**src/rtl/bin_to_bcd_seq.sv**
```systemverilog
// Sequential shift-add-3 binary-to-BCD converter, one bit per clock; result W+1 edges after start.
// Optional BCD_LEADING_BLANK_EN adds a registered leading-zero blank mask (blank_out).
module bin_to_bcd_seq #(
  parameter int W = 8,
  parameter int D = 3
) (
  input  logic           clk,
  input  logic           reset,
  input  logic           start,
  input  logic [W-1:0]   bin_in,
  output logic           busy,
  output logic           done,
  output logic [4*D-1:0] bcd_out
`ifdef BCD_LEADING_BLANK_EN
  ,
  output logic [D-1:0]   blank_out
`endif
);

  localparam int CW = $clog2(W + 1);

  typedef enum logic [1:0] {
    IDLE  = 2'd0,
    SHIFT = 2'd1,
    DONE  = 2'd2
  } state_t;

  state_t state, state_nxt;

  logic [W-1:0]   shift_q;
  logic [4*D-1:0] acc_q;
  logic [4*D-1:0] acc_adj;
  logic [CW-1:0]  cnt_q;
  logic [4*D-1:0] bcd_q;
  logic           done_q;

  always_ff @(posedge clk) begin
    if (!reset) state <= IDLE;
    else        state <= state_nxt;
  end

  always_comb begin
    state_nxt = state;
    case (state)
      IDLE:    if (start) state_nxt = SHIFT;
      SHIFT:   if (cnt_q == CW'(1)) state_nxt = DONE;
      DONE:    state_nxt = IDLE;
      default: state_nxt = IDLE;
    endcase
  end

  always_comb begin
    busy    = (state == SHIFT);
    done    = done_q;
    bcd_out = bcd_q;
  end

  // Digits are corrected independently; no carry crosses a digit boundary.
  always_comb begin
    acc_adj = '0;
    for (int i = 0; i < D; i++) begin
      if (acc_q[4*i +: 4] >= 4'd5) acc_adj[4*i +: 4] = acc_q[4*i +: 4] + 4'd3;
      else                         acc_adj[4*i +: 4] = acc_q[4*i +: 4];
    end
  end

  always_ff @(posedge clk) begin
    if (!reset) begin
      shift_q <= '0;
      acc_q   <= '0;
      cnt_q   <= '0;
      bcd_q   <= '0;
      done_q  <= 1'b0;
    end else begin
      done_q <= (state == DONE);
      case (state)
        IDLE: begin
          if (start) begin
            shift_q <= bin_in;
            acc_q   <= '0;
            cnt_q   <= CW'(W);
          end
        end
        SHIFT: begin
          {acc_q, shift_q} <= {acc_adj[4*D-2:0], shift_q, 1'b0};
          cnt_q            <= cnt_q - CW'(1);
        end
        DONE: begin
          bcd_q <= acc_q;
        end
        default: ;
      endcase
    end
  end

`ifdef BCD_LEADING_BLANK_EN
  logic [D-1:0] blank_nxt;
  logic [D-1:0] blank_q;
  logic         zero_above;

  // Walk from the top digit down; digit 0 always stays visible.
  always_comb begin
    blank_nxt  = '0;
    zero_above = 1'b1;
    for (int i = D - 1; i >= 0; i--) begin
      zero_above   = zero_above & (acc_q[4*i +: 4] == 4'd0);
      blank_nxt[i] = zero_above;
    end
    blank_nxt[0] = 1'b0;
  end

  always_ff @(posedge clk) begin
    if (!reset)              blank_q <= '0;
    else if (state == DONE)  blank_q <= blank_nxt;
  end

  assign blank_out = blank_q;
`endif

endmodule

```
**config.mk**
```make
export PLATFORM = sky130hd
export DESIGN_NAME = bin_to_bcd_seq
export DESIGN_NICKNAME = d
export VERILOG_FILES = /design/src/rtl/bin_to_bcd_seq.sv
export SDC_FILE = /design/constraint.sdc
export NUM_CORES = 1
export LEC_CHECK = 0
export ABC_AREA = 1
export CAP_MARGIN = 40
export CORE_UTILIZATION = 34
export DETAILED_ROUTE_END_ITERATION = 8
export GPL_TIMING_DRIVEN = 0
export PLACE_DENSITY = 0.51
export SLEW_MARGIN = 20
export SYNTH_ARGS = -nofsm -noshare
export SYNTH_HDL_FRONTEND = slang
export SYNTH_SLANG_ARGS = --single-unit
```
**constraint.sdc**
```tcl
create_clock -name clk -period 1.7 [get_ports clk]
set_clock_uncertainty 0.15 [all_clocks]
set_input_delay 0.34 -clock clk [delete_from_list [all_inputs] [get_ports clk]]
set_output_delay 0.34 -clock clk [all_outputs]
set_load 0.05 [all_outputs]
```
# ---- Word-level counts from Yosys, hierarchy flattened
# Index checks and enable logic that the tools add are counted.
dict set report op_classes {
  n_addsub 4
  n_reduce_logical 4
  eq_ne 5
  magnitude_cmp 3
  mux 12
}
# operator count
set ops {}
lappend ops {{case mux 12 bit (2 select lines)} 1}
lappend ops {{case mux 8 bit (2 select lines)} 1}
lappend ops {{>= comparator 4 x 3 -> 1 bit (second input constant)} 3}
lappend ops {{2-to-1 mux 12 bit} 1}
lappend ops {{2-to-1 mux 4 bit} 3}
lappend ops {{adder 4 x 2 -> 4 bit (second input constant)} 2}
lappend ops {{2-to-1 mux 8 bit} 1}
lappend ops {{case mux 4 bit (2 select lines)} 1}
lappend ops {{== test 4 x 1 -> 1 bit (second input constant)} 1}
lappend ops {{2-to-1 mux 2 bit} 2}
lappend ops {{case mux 2 bit (2 select lines)} 1}
lappend ops {{AND reduction 2 bit} 2}
lappend ops {{subtractor 4 x 1 -> 4 bit (second input constant)} 1}
lappend ops {{adder 3 x 2 -> 3 bit (second input constant)} 1}
lappend ops {{2-to-1 mux 3 bit} 1}
lappend ops {{== test 2 x 1 -> 1 bit (second input constant)} 1}
lappend ops {{== test 2 bit (second input constant)} 1}
lappend ops {{zero test 2 bit} 1}
lappend ops {{inequality test 2 x 1 -> 1 bit (second input constant)} 1}
lappend ops {{inequality test 2 bit (second input constant)} 1}
lappend ops {{nonzero test 2 bit} 1}
dict set report totals {
  out_inout_bits 14
  ff_bits 39
}

# ---- Logic depth before layout (Yosys ltp)
dict set report depth {
  depth_word 3
  ltp_mapped 9
}

# ---- Worst setup path after synthesis
# No wires, ideal clock.
dict set report synth_path {
  path_type {reg2reg}
  start {register acc_q[0]}
  end {register acc_q[4]}
  stages_incl_launch_ff 10
  path_buffers 0
  arrival_time_ns 1.109
  path_slack_ns 0.376
  setup_ns 0.065
  required_time_ns 1.485
  path_cell_list {dfxtp_1 -> inv_1 -> ha_1 -> inv_1 -> nand2_1 -> nand3_1 -> nand2_1 -> nor2_1 -> nor2_1 -> nor2_1}
}
dict set report synth_via {
  elab_chain_len 3
  elab_cells_between_ends 4
  cone_classes {add/sub (1); order compare (1); mux (2)}
}
# element line_no
set synth_rtl {}
lappend synth_rtl {{start: declaration} 31} ;# logic [4*D-1:0] acc_q;
lappend synth_rtl {{start signal: assignment} 85} ;# {acc_q, shift_q} <= {acc_adj[4*D-2:0], shift_q, 1'b0};
lappend synth_rtl {{adder 4 x 2 -> 4 bit or >= comparator 4 x 3 -> 1 bit (tied branches)} 62} ;# if (acc_q[4*i +: 4] >= 4'd5) acc_adj[4*i +: 4] = acc_q[4*i +: 4] + 4'd3;
lappend synth_rtl {{2-to-1 mux 4 bit *} 62}
lappend synth_rtl {{case mux 12 bit (2 select lines) *} 76} ;# case (state)
# Every way passes the cells marked *; elsewhere a longest branch is shown, timed or not.
# A chain may end at the register's enable or synchronous reset.

# ---- Worst setup path after layout
dict set report layout_path {
  start {register bcd_q[1], in the netlist bcd_out[1]}
  end {output bcd_out[1]}
}
# element line_no
set layout_lines {}
lappend layout_lines {{start: declaration} 34} ;# logic [4*D-1:0] bcd_q;
lappend layout_lines {{start signal: assignment} 89} ;# bcd_q <= acc_q;
lappend layout_lines {{end: declaration} 13} ;# output logic [4*D-1:0] bcd_out
# No word-level cell between the ends.

==> results by group <==
Outcome
  • Status: completed

GRT
  • Overflow after GRT: 0
  • Largest net degree at the start of global routing: 13
  • First-pass GRT wire length: 7020 um
  • Vias in the first global route: approximately 1500
  • GRT Util Overall: 0.172
  • Initial antenna violation count: 0

Power
  • Power Dens Cells: approximately 900 mW/mm^2
  • Leakage power: 0.984 nW
  • Worst vdd ir: 516 uV

Finish
  • Synth-to-layout area growth: 26.9%
  • Fillers: around 520
  • Most frequent cells in the layout: nand2_1 (49), dfxtp_1 (37), a21oi_1 (34), inv_1 (29), o21ai_0 (21)
  • Share of cells above drive strength 1: 0.108
  • Most common cell after layout, fill and taps aside: nand2_1
  • Nets: 295
  • Diode count: 0

Timing
  • Rel. slew slack: 0.668
  • Hold slack: roughly 320 ps
  • Fin worst setup slack: between 50 and 60 ps
  • Crit path time final: between 1500 and 2000 ps
  • Final Max Slew Viols: 0
  • Setup TNS: 0 ps
  • # setup viols final: 0
  • Crit share post-route: 0.969
  • RSZ-0062 raised after global routing: false
  • Max Fclk: 607 MHz
  • Measured slew at the worst slew-check pin: roughly 500 ps
  • Hold Vio Cnt, Final: 0

Setup path
  • Critical-path top delay cell: dlygate4sd2_1
  • FF-to-FF End: acc_q[4]$_SDFFE_PN0P_
  • Critical path startpoint: bcd_out[1]$_SDFFE_PN0P_
  • Critical Path Start Type: flop
  • R2R Path Start: acc_q[0]$_SDFFE_PN0P_
  • Slowest stage delay, CP: about 530 ps
  • Buf+Inv Stages, Crit Path: 1
  • Worst endpoint required time: around 1200 ps
  • Crit-path max FO: 2
  • R2R setup slack: about 200 ps
  • R2R depth: 9
  • Levels on crit path: 1
  • Setup CP Type: flop to output pin
  • Worst path cell trace: dlygate4sd2_1
  • CP delay by family, top: buffers and inverters
  • CP arrival: approximately 1200 ps
  • CP Capture Point: bcd_out[1]
  • CP endpoint kind: output pin

Clock tree
  • Total CTS buffers: 5
  • H-Tree Level Count: 2
  • Max clock buf depth: 2
  • Clock sink count: 39
  • Cell at the root of the clock tree: clkbuf_8
  • Clk pin slew, worst setup/hold paths: approximately 80 ps
  • Clock latency at the later pin of the worst-skew pair: between 200 and 300 ps
  • CTS tree: yes

Drt
  • Antenna-violating nets left: 0
  • Via count: roughly 1600
  • Avg WL per Cell: 12.1 um
  • Via-to-Cell Ratio: 4.75
  • Routed wire length: approximately 4200 um
  • DRC errors left: 0
  • DRT iter0 DRCs: 83
  • Drt first pass iters: 4

Placement
  • DP Worst Slack: -379 ps
  • Gpl congestion: 0.780
  • # port buffers: 24
  • HPWL after detailed placement: approximately 2900 um

Yosys
  • Synth area leader: dfxtp_1
  • Synthesized flop and latch total: 39
  • Yosys cell types: 20
  • Synthesized Nets: 260
  • Synth Warn #: 0
  • Avg Inst Size Synth: around 7.4 sq um
  • Post-synthesis cell count: 241
  • Synth area leaders: dfxtp_1 (44%), nand2_1 (10%), a21oi_1 (9.6%)
  • Share of the synthesized area in the top cell type: 0.439
  • Synth Cell Area: approximately 0.0018 sq mm
  • Seq/Total Area, Yosys: 0.439

Floorplan
  • # rows: 25
  • Initial Util: 0.364
  • Top Ports: 25
  • Die Area: approximately 0.0055 sq mm
  • Die Width: 74.3 um
  • Die height: roughly 74 um
  • Core area: slightly below 0.005 sq mm

Run
  • Max_cap viols: 0

Worst hold path
  • Hold Crit Class: flop to flop
-- timing repair --
| action | CTS | global route |
|---|---|---|
| endpoints found under the setup margin | 15 | 4 |
| setup buffers | 0 | 4 |
| hold buffers | 0 | 0 |
| hold endpoints to repair | 0 | 0 |
| resized for setup | 24 | 5 |
-- how the worst min path moves through the flow --
| stage | to | start | slack, ps | cells after the start |
|---|---|---|---|---|
| floorplan | shift_q[0]$_SDFFE_PN0P_ | shift_q[0]$_SDFFE_PN0P_ | 290 | 2 |
| global placement | acc_q[11]$_SDFFE_PN0P_ | acc_q[11]$_SDFFE_PN0P_ | 300 | 2 |
| detailed placement | shift_q[6]$_SDFFE_PN0P_ | shift_q[6]$_SDFFE_PN0P_ | 310 | 2 |
| CTS | shift_q[0]$_SDFFE_PN0P_ | shift_q[0]$_SDFFE_PN0P_ | 320 | 2 |
| global route | acc_q[11]$_SDFFE_PN0P_ | acc_q[11]$_SDFFE_PN0P_ | 330 | 2 |
| finish | shift_q[0]$_SDFFE_PN0P_ | shift_q[0]$_SDFFE_PN0P_ | 320 | 2 |
-- cells by family after synthesis --
kind of cell | count (synthesis) | synth area share
compound gates | 59 | 0.170
flops | 39 | 0.439
buf+inv | 42 | 0.102
simple gates | 93 | 0.232
fa+ha+maj | 8 | 0.0563
-- layer usage --
layer | wire [um] | global-route usage | share of wire | vias up
met5 | 0 | 0 | 0 | -
met4 | 45 | 0.0587 | 0.011 | 0
met3 | 104 | 0.0366 | 0.025 | 5
met2 | 1860 | 0.274 | 0.45 | 19
met1 | 2160 | 0.232 | 0.52 | 752
li1 | - | - | - | 858
-- metrics by stage --
stage               instance area (sq um)   util  total power, mW  instances
floorplan                            1780      -             1.13        241
global placement                     2100  0.431             1.21        332
detailed placement                   2100  0.431             1.22        332
CTS                                  2210  0.454             2.03        340
global route                         2250  0.462             2.11        344
finish                               2250  0.462             2.02        344
-- sequential cells by signal, indices dropped and copies added, names as in the netlist --
signal   cells
state        2
done         1
bcd_out     12
shift_q      8
acc_q       12
cnt_q        4
-- cell type report --
type                            instances  area (sq um)  share of cell area
Multi-Input combinational cell        160           815               0.361
Sequential cell                        39           783               0.347
Timing Repair Buffer                   28           262               0.116
Inverter                               34           134              0.0594
Tap cell                               67          83.8              0.0372
Clock buffer                            6          82.6              0.0366
Buffer                                  8          60.1              0.0266
Clock inverter                          2          35.0              0.0155
-- power breakdown --
part	total (mW)	leakage, nW	internal [mW]	switching, mW
Sequential	0.964	0.317	0.945	0.0190
Clock	0.808	0.0612	0.475	0.333
Combinational	0.247	0.605	0.0995	0.147
-- synth_stat cells (all sizes together) --
library cell and number:
o211ai 3, inv 33, nand2 52, clkinv 1, o21ai 22, nor2 17
nand4 6, nand3 18, clkbuf 3, a21oi 34, dfxtp 39, ha 8
buf 5
No activity file was read; power rests on OpenSTA's default activity.
